`config.mk`:
```
export PLATFORM = sky130hd
export DESIGN_NAME = faccel_job_runner
export DESIGN_NICKNAME = d
export VERILOG_FILES = /design/src/rtl/fjr_pkg.sv /design/src/rtl/fjr_bus_drv.sv /design/src/rtl/faccel_job_runner.sv
export SDC_FILE = /design/constraint.sdc
export NUM_CORES = 1
export LEC_CHECK = 0
export CELL_PAD_IN_SITES_DETAIL_PLACEMENT = 1
export CELL_PAD_IN_SITES_GLOBAL_PLACEMENT = 1
export CORE_MARGIN = 10
export CORE_UTILIZATION = 36
export DETAILED_ROUTE_END_ITERATION = 16
export PLACE_DENSITY_LB_ADDON = 0.1
export REMOVE_ABC_BUFFERS = 1
export SLEW_MARGIN = 40
export SYNTH_ARGS = -nofsm -noshare
export SYNTH_HDL_FRONTEND = slang
export SYNTH_SLANG_ARGS = --single-unit
```
`constraint.sdc`:
```
create_clock -name clk -period 2.3 [get_ports clk]
set_input_delay 0.46 -clock clk [delete_from_list [all_inputs] [get_ports clk]]
set_output_delay 0.46 -clock clk [all_outputs]
set_load 0.02 [all_outputs]
```
`src/rtl/fjr_pkg.sv`:
```
// Shared definitions for the factorial-accelerator job runner: FSM states,
// accelerator register offsets and STATUS bit positions.
package fjr_pkg;

  typedef enum logic [2:0] {
    ST_IDLE,
    ST_WR_N,
    ST_WR_GO,
    ST_WR_GO_CLR,
    ST_POLL,
    ST_RD_RES,
    ST_WR_MEM,
    ST_DONE
  } fjr_state_t;

  localparam logic [31:0] FJR_OFF_N      = 32'h0000_0000;
  localparam logic [31:0] FJR_OFF_GO     = 32'h0000_0004;
  localparam logic [31:0] FJR_OFF_STATUS = 32'h0000_0008;
  localparam logic [31:0] FJR_OFF_RESULT = 32'h0000_000C;

  localparam int FJR_ST_DONE = 0;
  localparam int FJR_ST_ERR  = 1;

endpackage

```
`src/rtl/fjr_bus_drv.sv`:
```
// Registered bus-output stage: captures one access request per cycle and
// presents it to the SoC bus; an invalid request parks the bus at all-zero.
module fjr_bus_drv (
  input  logic        clk,
  input  logic        reset,
  input  logic        req_valid,
  input  logic        req_we,
  input  logic [31:0] req_addr,
  input  logic [31:0] req_wdata,
  output logic [31:0] bus_addr,
  output logic [31:0] bus_wdata,
  output logic        bus_we
);

  always_ff @(posedge clk or negedge reset) begin
    if (!reset) begin
      bus_addr  <= 32'h0;
      bus_wdata <= 32'h0;
      bus_we    <= 1'b0;
    end else if (req_valid) begin
      bus_addr  <= req_addr;
      bus_wdata <= req_we ? req_wdata : 32'h0;
      bus_we    <= req_we;
    end else begin
      bus_addr  <= 32'h0;
      bus_wdata <= 32'h0;
      bus_we    <= 1'b0;
    end
  end

endmodule

```
`src/rtl/faccel_job_runner.sv`:
```
// Bus-master sequencer running one factorial job per start pulse.
// Optional poll timeout is compiled in with FJR_TIMEOUT_EN.
module faccel_job_runner #(
  parameter int          TIMEOUT_CYCLES = 1024,
  parameter logic [31:0] FACT_BASE      = 32'h0000_0800
) (
  input  logic        clk,
  input  logic        reset,
  input  logic        start,
  input  logic [3:0]  n,
  input  logic [31:0] dst_addr,
  input  logic [31:0] bus_rdata,
  output logic [31:0] bus_addr,
  output logic [31:0] bus_wdata,
  output logic        bus_we,
  output logic        busy,
  output logic        done,
  output logic        err,
  output logic [31:0] result
);
  import fjr_pkg::*;

  fjr_state_t  state, state_next;
  logic [29:0] dst_word;
  logic        req_valid, req_we;
  logic [31:0] req_addr, req_wdata;
  logic        status_done, status_err, timeout_hit;
  logic        unused_bits;

  assign unused_bits = ^dst_addr[1:0];
  assign status_done = bus_rdata[FJR_ST_DONE];
  assign status_err  = bus_rdata[FJR_ST_ERR];

`ifdef FJR_TIMEOUT_EN
  localparam int CNT_W = $clog2(TIMEOUT_CYCLES + 1);
  logic [CNT_W-1:0] poll_cnt;
  assign timeout_hit = (poll_cnt == CNT_W'(TIMEOUT_CYCLES));
`else
  assign timeout_hit = 1'b0;
`endif

  always_comb begin
    state_next = state;
    case (state)
      ST_IDLE:      if (start) state_next = ST_WR_N;
      ST_WR_N:      state_next = ST_WR_GO;
      ST_WR_GO:     state_next = ST_WR_GO_CLR;
      ST_WR_GO_CLR: state_next = ST_POLL;
      ST_POLL: begin
        if (status_err)       state_next = ST_DONE;
        else if (status_done) state_next = ST_RD_RES;
        else if (timeout_hit) state_next = ST_DONE;
      end
      ST_RD_RES:    state_next = ST_WR_MEM;
      ST_WR_MEM:    state_next = ST_DONE;
      default:      state_next = ST_IDLE;
    endcase
  end

  // The request is decoded from the next state so the registered bus stage
  // presents each access during the very cycle the FSM sits in that state.
  // WR_N is only reached from IDLE, so n is taken straight from the port, and
  // WR_MEM only from RD_RES, so the data is the RESULT value on the bus now.
  always_comb begin
    req_valid = 1'b1;
    req_we    = 1'b0;
    req_addr  = 32'h0;
    req_wdata = 32'h0;
    case (state_next)
      ST_WR_N: begin
        req_we    = 1'b1;
        req_addr  = FACT_BASE + FJR_OFF_N;
        req_wdata = {28'b0, n};
      end
      ST_WR_GO: begin
        req_we    = 1'b1;
        req_addr  = FACT_BASE + FJR_OFF_GO;
        req_wdata = 32'h1;
      end
      ST_WR_GO_CLR: begin
        req_we    = 1'b1;
        req_addr  = FACT_BASE + FJR_OFF_GO;
      end
      ST_POLL:   req_addr = FACT_BASE + FJR_OFF_STATUS;
      ST_RD_RES: req_addr = FACT_BASE + FJR_OFF_RESULT;
      ST_WR_MEM: begin
        req_we    = 1'b1;
        req_addr  = {dst_word, 2'b00};
        req_wdata = bus_rdata;
      end
      default:   req_valid = 1'b0;
    endcase
  end

  always_ff @(posedge clk or negedge reset) begin
    if (!reset) begin
      state    <= ST_IDLE;
      dst_word <= 30'h0;
      busy     <= 1'b0;
      done     <= 1'b0;
      err      <= 1'b0;
      result   <= 32'h0;
`ifdef FJR_TIMEOUT_EN
      poll_cnt <= '0;
`endif
    end else begin
      state <= state_next;
      busy  <= (state_next != ST_IDLE);
      done  <= (state_next == ST_DONE);
      if (state == ST_IDLE && start) begin
        err      <= 1'b0;
        dst_word <= dst_addr[31:2];
      end
      if (state == ST_POLL && (status_err || (!status_done && timeout_hit)))
        err <= 1'b1;
      if (state == ST_RD_RES)
        result <= bus_rdata;
`ifdef FJR_TIMEOUT_EN
      if (state == ST_WR_GO_CLR)
        poll_cnt <= '0;
      else if (state == ST_POLL)
        poll_cnt <= poll_cnt + 1'b1;
`endif
    end
  end

  fjr_bus_drv u_bus_drv (
    .clk       (clk),
    .reset     (reset),
    .req_valid (req_valid),
    .req_we    (req_we),
    .req_addr  (req_addr),
    .req_wdata (req_wdata),
    .bus_addr  (bus_addr),
    .bus_wdata (bus_wdata),
    .bus_we    (bus_we)
  );

endmodule

```
# --- After elaboration in Yosys (flattened, before gate mapping) ---
# Index checks and enable logic that the tools add are counted.
# Widths: inputs -> output; s select.
word_totals:
  ff_bits: 133
  latch_bits: 0
  mem_bits_rw: 0
  mem_bits_ro: 0
  inputBits: 71
  output_inout_bits: 100
  word_cells: 44
  memories: 0
op_classes:
  n_addsub: 0
  mul: 0
  n_div: 0
  n_lt_le_gt_ge: 0
  n_eq_ne: 13
  shifts: 0
  n_mux: 14
  bitwise: 0
  reduce_logical: 8
op_table:
  columns: ["cell", "n"]
  rows:
  - ["$pmux 32 s5", 1]
  - ["$mux 32", 3]
  - ["$pmux 32 s3", 1]
  - ["$eq 3x3->1 const B", 7]
  - ["$pmux 3 s7", 1]
  - ["$eq 3x2->1 const B", 4]
  - ["$mux 3", 3]
  - ["$eq 3x1->1 const B", 2]
  - ["$reduce_or 6->1", 1]
  - ["$mux 1", 5]
  - ["$reduce_or 4->1", 1]
  - ["$logic_not 3->1", 1]
  - ["$reduce_bool 3->1", 1]
  - ["$logic_and 1x1->1", 2]
  - ["$reduce_bool 2->1", 1]
  - ["$reduce_or 2->1", 1]

# --- Depth between registers and ports, before layout ---
logic_depth:
  depth_word: 8
  ltp_mapped: 9
  mapped_depth_nobuf: 7

# --- Hierarchy ---
# Synthesis repeated with hierarchy kept, for this count alone.
unflattened:
  hier_cells: 396
  hier_area_um2: 5576.6
modules_own_cells:
  columns: ["module", "instances", "cells_each", "area_each_um2"]
  rows:
  - ["faccel_job_runner", 1, 256, 3432.0]
  - ["fjr_bus_drv", 1, 140, 2144.6]

# --- Least setup slack after synthesis ---
# OpenSTA, ideal clock, no wires.
synth_path:
  path_type: "register to register"
  from: "register state[1]"
  to: "register u_bus_drv.bus_wdata[10]"
  setup_ps: 64
  arrival_time_ps: 2031
  t_required_ps: 2236
  slack_ps: 205
  stages_incl_launch_ff: 9
  synth_period_minus_slack_ps: 2095
  cell_sequence: "dfrtp_1 buf_6 and2_1 a21o_1 ha_1 nor2b_1 a211oi_4 clkbuf_2 and2_2"
synth_via:
  elab_chain_len: 8
  word_cells_on_any_way: 24
  classes_between: "eq/ne (12); mux (9); reduce/logical (3)"
synth_lines:
  columns: ["item", "line", "text"]
  rows:
  - ["from (decl)", "faccel_job_runner.sv:23", "fjr_state_t state, state_next;"]
  - ["from (signal assigned)", "faccel_job_runner.sv:107", "state <= state_next;"]
  - ["$mux 3", "faccel_job_runner.sv:51", "else if (status_done) state_next = ST_RD_RES;"]
  - ["$mux 3", "faccel_job_runner.sv:50", "if (status_err) state_next = ST_DONE;"]
  - ["$pmux 3 s7 (*)", "faccel_job_runner.sv:44", "case (state)"]
  - ["$eq 3x3->1, or another cell as far along", "faccel_job_runner.sv:69", "case (state_next)"]
  - ["$reduce_or 4->1 (no source line)", null, null]
  - ["$mux 1", "faccel_job_runner.sv:69", null]
  - ["$mux 32", "fjr_bus_drv.sv:22", "bus_wdata <= req_we ? req_wdata : 32'h0;"]
  - ["$mux 32 (*)", "fjr_bus_drv.sv:20", "end else if (req_valid) begin"]
  - ["to (signal assigned)", "fjr_bus_drv.sv:22", null]
  - ["to (decl)", "fjr_bus_drv.sv:11", "output logic [31:0] bus_wdata,"]
# Every way passes the cells marked *; elsewhere a longest branch is shown, timed or not.
# A chain may end at the register's enable or synchronous reset.

# --- Worst setup path after layout ---
layout_path:
  from: "register state[0]"
  to: "register u_bus_drv.bus_addr[25]"
layout_via:
  word_cells_on_any_way: 22
  classes_between: "eq/ne (12); mux (7); reduce/logical (3)"
layout_lines:
  columns: ["item", "line", "text"]
  rows:
  - ["$eq 3x3->1, or another cell as far along", "faccel_job_runner.sv:44", null]
  - ["$pmux 3 s7 (*)", "faccel_job_runner.sv:44", null]
  - ["net state_next[1]", "faccel_job_runner.sv:23", null]
  - ["$eq 3x2->1, or another cell as far along", "faccel_job_runner.sv:69", null]
  - ["$reduce_or 2->1 (no source line) or $reduce_or 6->1 (tied branches)", null, null]
  - ["$pmux 32 s5 or $mux 1 (tied branches)", "faccel_job_runner.sv:69", null]
  - ["$mux 32 (*)", "fjr_bus_drv.sv:20", null]
  - ["to (signal assigned)", "fjr_bus_drv.sv:21", "bus_addr <= req_addr;"]
  - ["to (decl)", "fjr_bus_drv.sv:10", "output logic [31:0] bus_addr,"]
# The timed path passes the listed nets; every way through them passes the cells marked *.

==> results.cfg <==
[outcome]
outcome = completed

[yosys]
synth_cells = 329
synth-edff-count = 0
avgSynthCellArea_um2 = 15.0
ys_seq_area_frac = 0.662
yosysWarnings = 0
ys_seq_elements = 131
yosysUniqueCellTypes = 42
syn_area_um2 = 4950
synth_flop_cell = dfrtp_1
ys_async_sr_fraction = 1.00

[sta]
setup_viol_count_final = 0
drv_slew = 0
fin_skew_ns = 0.00455
fin_hold_ws_ns = 0.0314
min_period_ns = 2.19
tns_ns = 0
timing.fmax_ghz = 0.457
slew_headroom = 0.588
final-hold-violation-count = 0
rsz0062_at_grt = false
worstMarginPinSlew_ns = 0.619
fin_crit_sh = 0.952

[floorplan]
start_util = 0.371
core_area_um2 = 13300
row_count = 42
design.die.area_um2 = 18800
dieWidth_um = 137
io_pins = 171
dieHeight_um = 137

[cells_and_area]
most-common-layout-cells = 165 x clkdlybuf4s50_1, 131 x dfrtp_1, 40 x and2_2
final_common_cell = clkdlybuf4s50_1
areaGrowthSynthToFinish_pct = 54.4
diodes = 0
drive_gt1_frac = 0.262
fin_nets = 601

[grt]
grt_pass1_wl_um = 20500
grt_max_degree = 66
grt_pass1_vias = 3653
grt-ovfl-total = 0
antenna_found_initial = 0
groute.usage.overall = 0.143

[worst_setup_path]
crit_fanout = 27
reg2reg_depth = 9
worstPathArrival_ns = 2.54
worstPathRequired_ns = 2.65
critPathLaunchType = flop
crit_type = flop to flop
critPathCaptureType = flop

[detailed_routing]
vias_per_cell = 4.59
wl_per_cell_um = 19.0
antenna_left = 0
dr.pass1.iters = 2
drcViolationCount = 0
first_iter_violations = 114
routed_wl_um = 13500
vias = 3279

[flow_run]
maxCapViolCount = 0

[clocking]
clockRootBuffer = clkbuf_16
cts_buffers = 17
clock_path_buffers = 2
cts_tree = yes
postCtsHoldBufs = 0
clk-insertion-delay-late_ns = 0.41
clkTransAtPathRegs_ns = 0.06
cts.sinks = 131
htreeDepth = 4

[power]
sequentialPowerShare = 0.320
ir_drop_uv = 619
internal_power_mw = 7.62
finalPower_mw = 11.4
switchingPower_mw = 3.76
clock_power_share = 0.243
leakage_nw = 3.40
power_density_nw_per_um2 = 1490
comb_power_share = 0.437
netSwitchingFraction = 0.330

[placed_design]
hpwl_um = 9760
io_buffer_count = 166
place_congestion = 0.796

[worst_hold_path]
hp-class = primary input to async pin
## per-layer routing
| layer | vias up | part of all wire | GRT usage |
|---|---|---|---|
| met2 | 103 | 0.50 | 0.240 |
| met1 | 1659 | 0.42 | 0.165 |
| li1 | 1502 | - | - |
| met5 | - | 0 | 0 |
| met3 | 15 | 0.068 | 0.0488 |
| met4 | 0 | 0.014 | 0.0562 |
## stage by stage
stage | instance area, µm² | utilization | std cells | setup slack [ns]
floorplan | 4830 | - | 311 | -0.162
global placement | 6970 | 0.522 | 680 | -0.309
detailed placement | 6970 | 0.522 | 680 | -0.337
CTS | 7590 | 0.569 | 712 | 0.0829
global route | 7640 | 0.573 | 714 | 0.00782
finish | 7640 | 0.573 | 714 | 0.110
## cell type report
type | instances | area (µm²)
tap | 176 | 220
fill | 1317 | 5710
multi-input combinational | 176 | 1550
timing repair buffer | 195 | 1960
clock inverter | 9 | 126
clock buffer | 23 | 488
inverter | 4 | 15.0
sequential | 131 | 3280
## repair_timing
item | in CTS | in global routing
gates resized for setup | 0 | 7
buffers inserted | 0 | 1
setup endpoints to repair | 0 | 62
## flip-flops by register name, summed over array words and instances, names as in the netlist
register             cells
state                    3
u_bus_drv.bus_wdata     32
u_bus_drv.bus_we         1
result                  32
u_bus_drv.bus_addr      30
dst_word                30
done                     1
busy                     1
err                      1
## worst max-delay path, stage by stage (launching register included)
cell       delay [ns]
dfrtp_1          0.48
and2_1           0.23
a21o_1           0.21
inv_1            0.11
ha_1             0.23
inv_1            0.10
a211oi_4         0.21
buf_4            0.18
clkbuf_16        0.20
and2_2           0.16
## logic make-up (layout without fill, tap and decap cells)
family,Yosys count,after routing,synth area share
DFF,131,131,0.662
buffers and inverters,23,231,0.0286
AOI/OAI and AO/OA,27,27,0.0448
and+or+nand+nor,79,79,0.108
muxes,63,63,0.143
other,1,2,0.000758
adders and majority gates,5,5,0.0126
## power groups by stage
stage	Sequential (mW)	Clock, mW	Combinational [mW]
after floorplan	4.42	0	1.59
after global placement	3.63	0	4.77
after global routing	3.75	2.94	5.35
after detailed placement	3.68	0	4.88
after CTS	3.65	2.83	4.90
final	3.64	2.76	4.97
## final timing paths
check / slack (ns) / start / endpoint
hold reg to reg: 0.47 / dst_word[13] / u_bus_drv.bus_addr[15]
setup reg to reg: 0.11 / state[0] / u_bus_drv.bus_addr[25]
min in group clk: 0.47 / dst_word[13] / u_bus_drv.bus_addr[15]
max in group asynchronous: 1.62 / reset / result[25]
hold / removal: 0.03 / reset / u_bus_drv.bus_wdata[10]
setup / recovery: 0.11 / state[0] / u_bus_drv.bus_addr[25]
## cells in the mapped netlist, drive strengths merged, types with 2 or more instances
master,number,area (µm²)
nand4,3,18.8
nand3b,2,18.8
o21ai,2,10.0
mux2,62,698
o2111ai,3,26.3
a211oi,2,27.5
nand3,2,10.0
ha,5,62.6
nor2,9,41.3
dfrtp,131,3280
nand2,3,11.3
clkbuf,7,32.5
a21oi,4,20.0
a221oi,2,23.8
and2,57,407
inv,4,15.0
buf,12,93.8
o21a,2,15.0
a21boi,5,37.5
(Power assumes the default switching activity.)
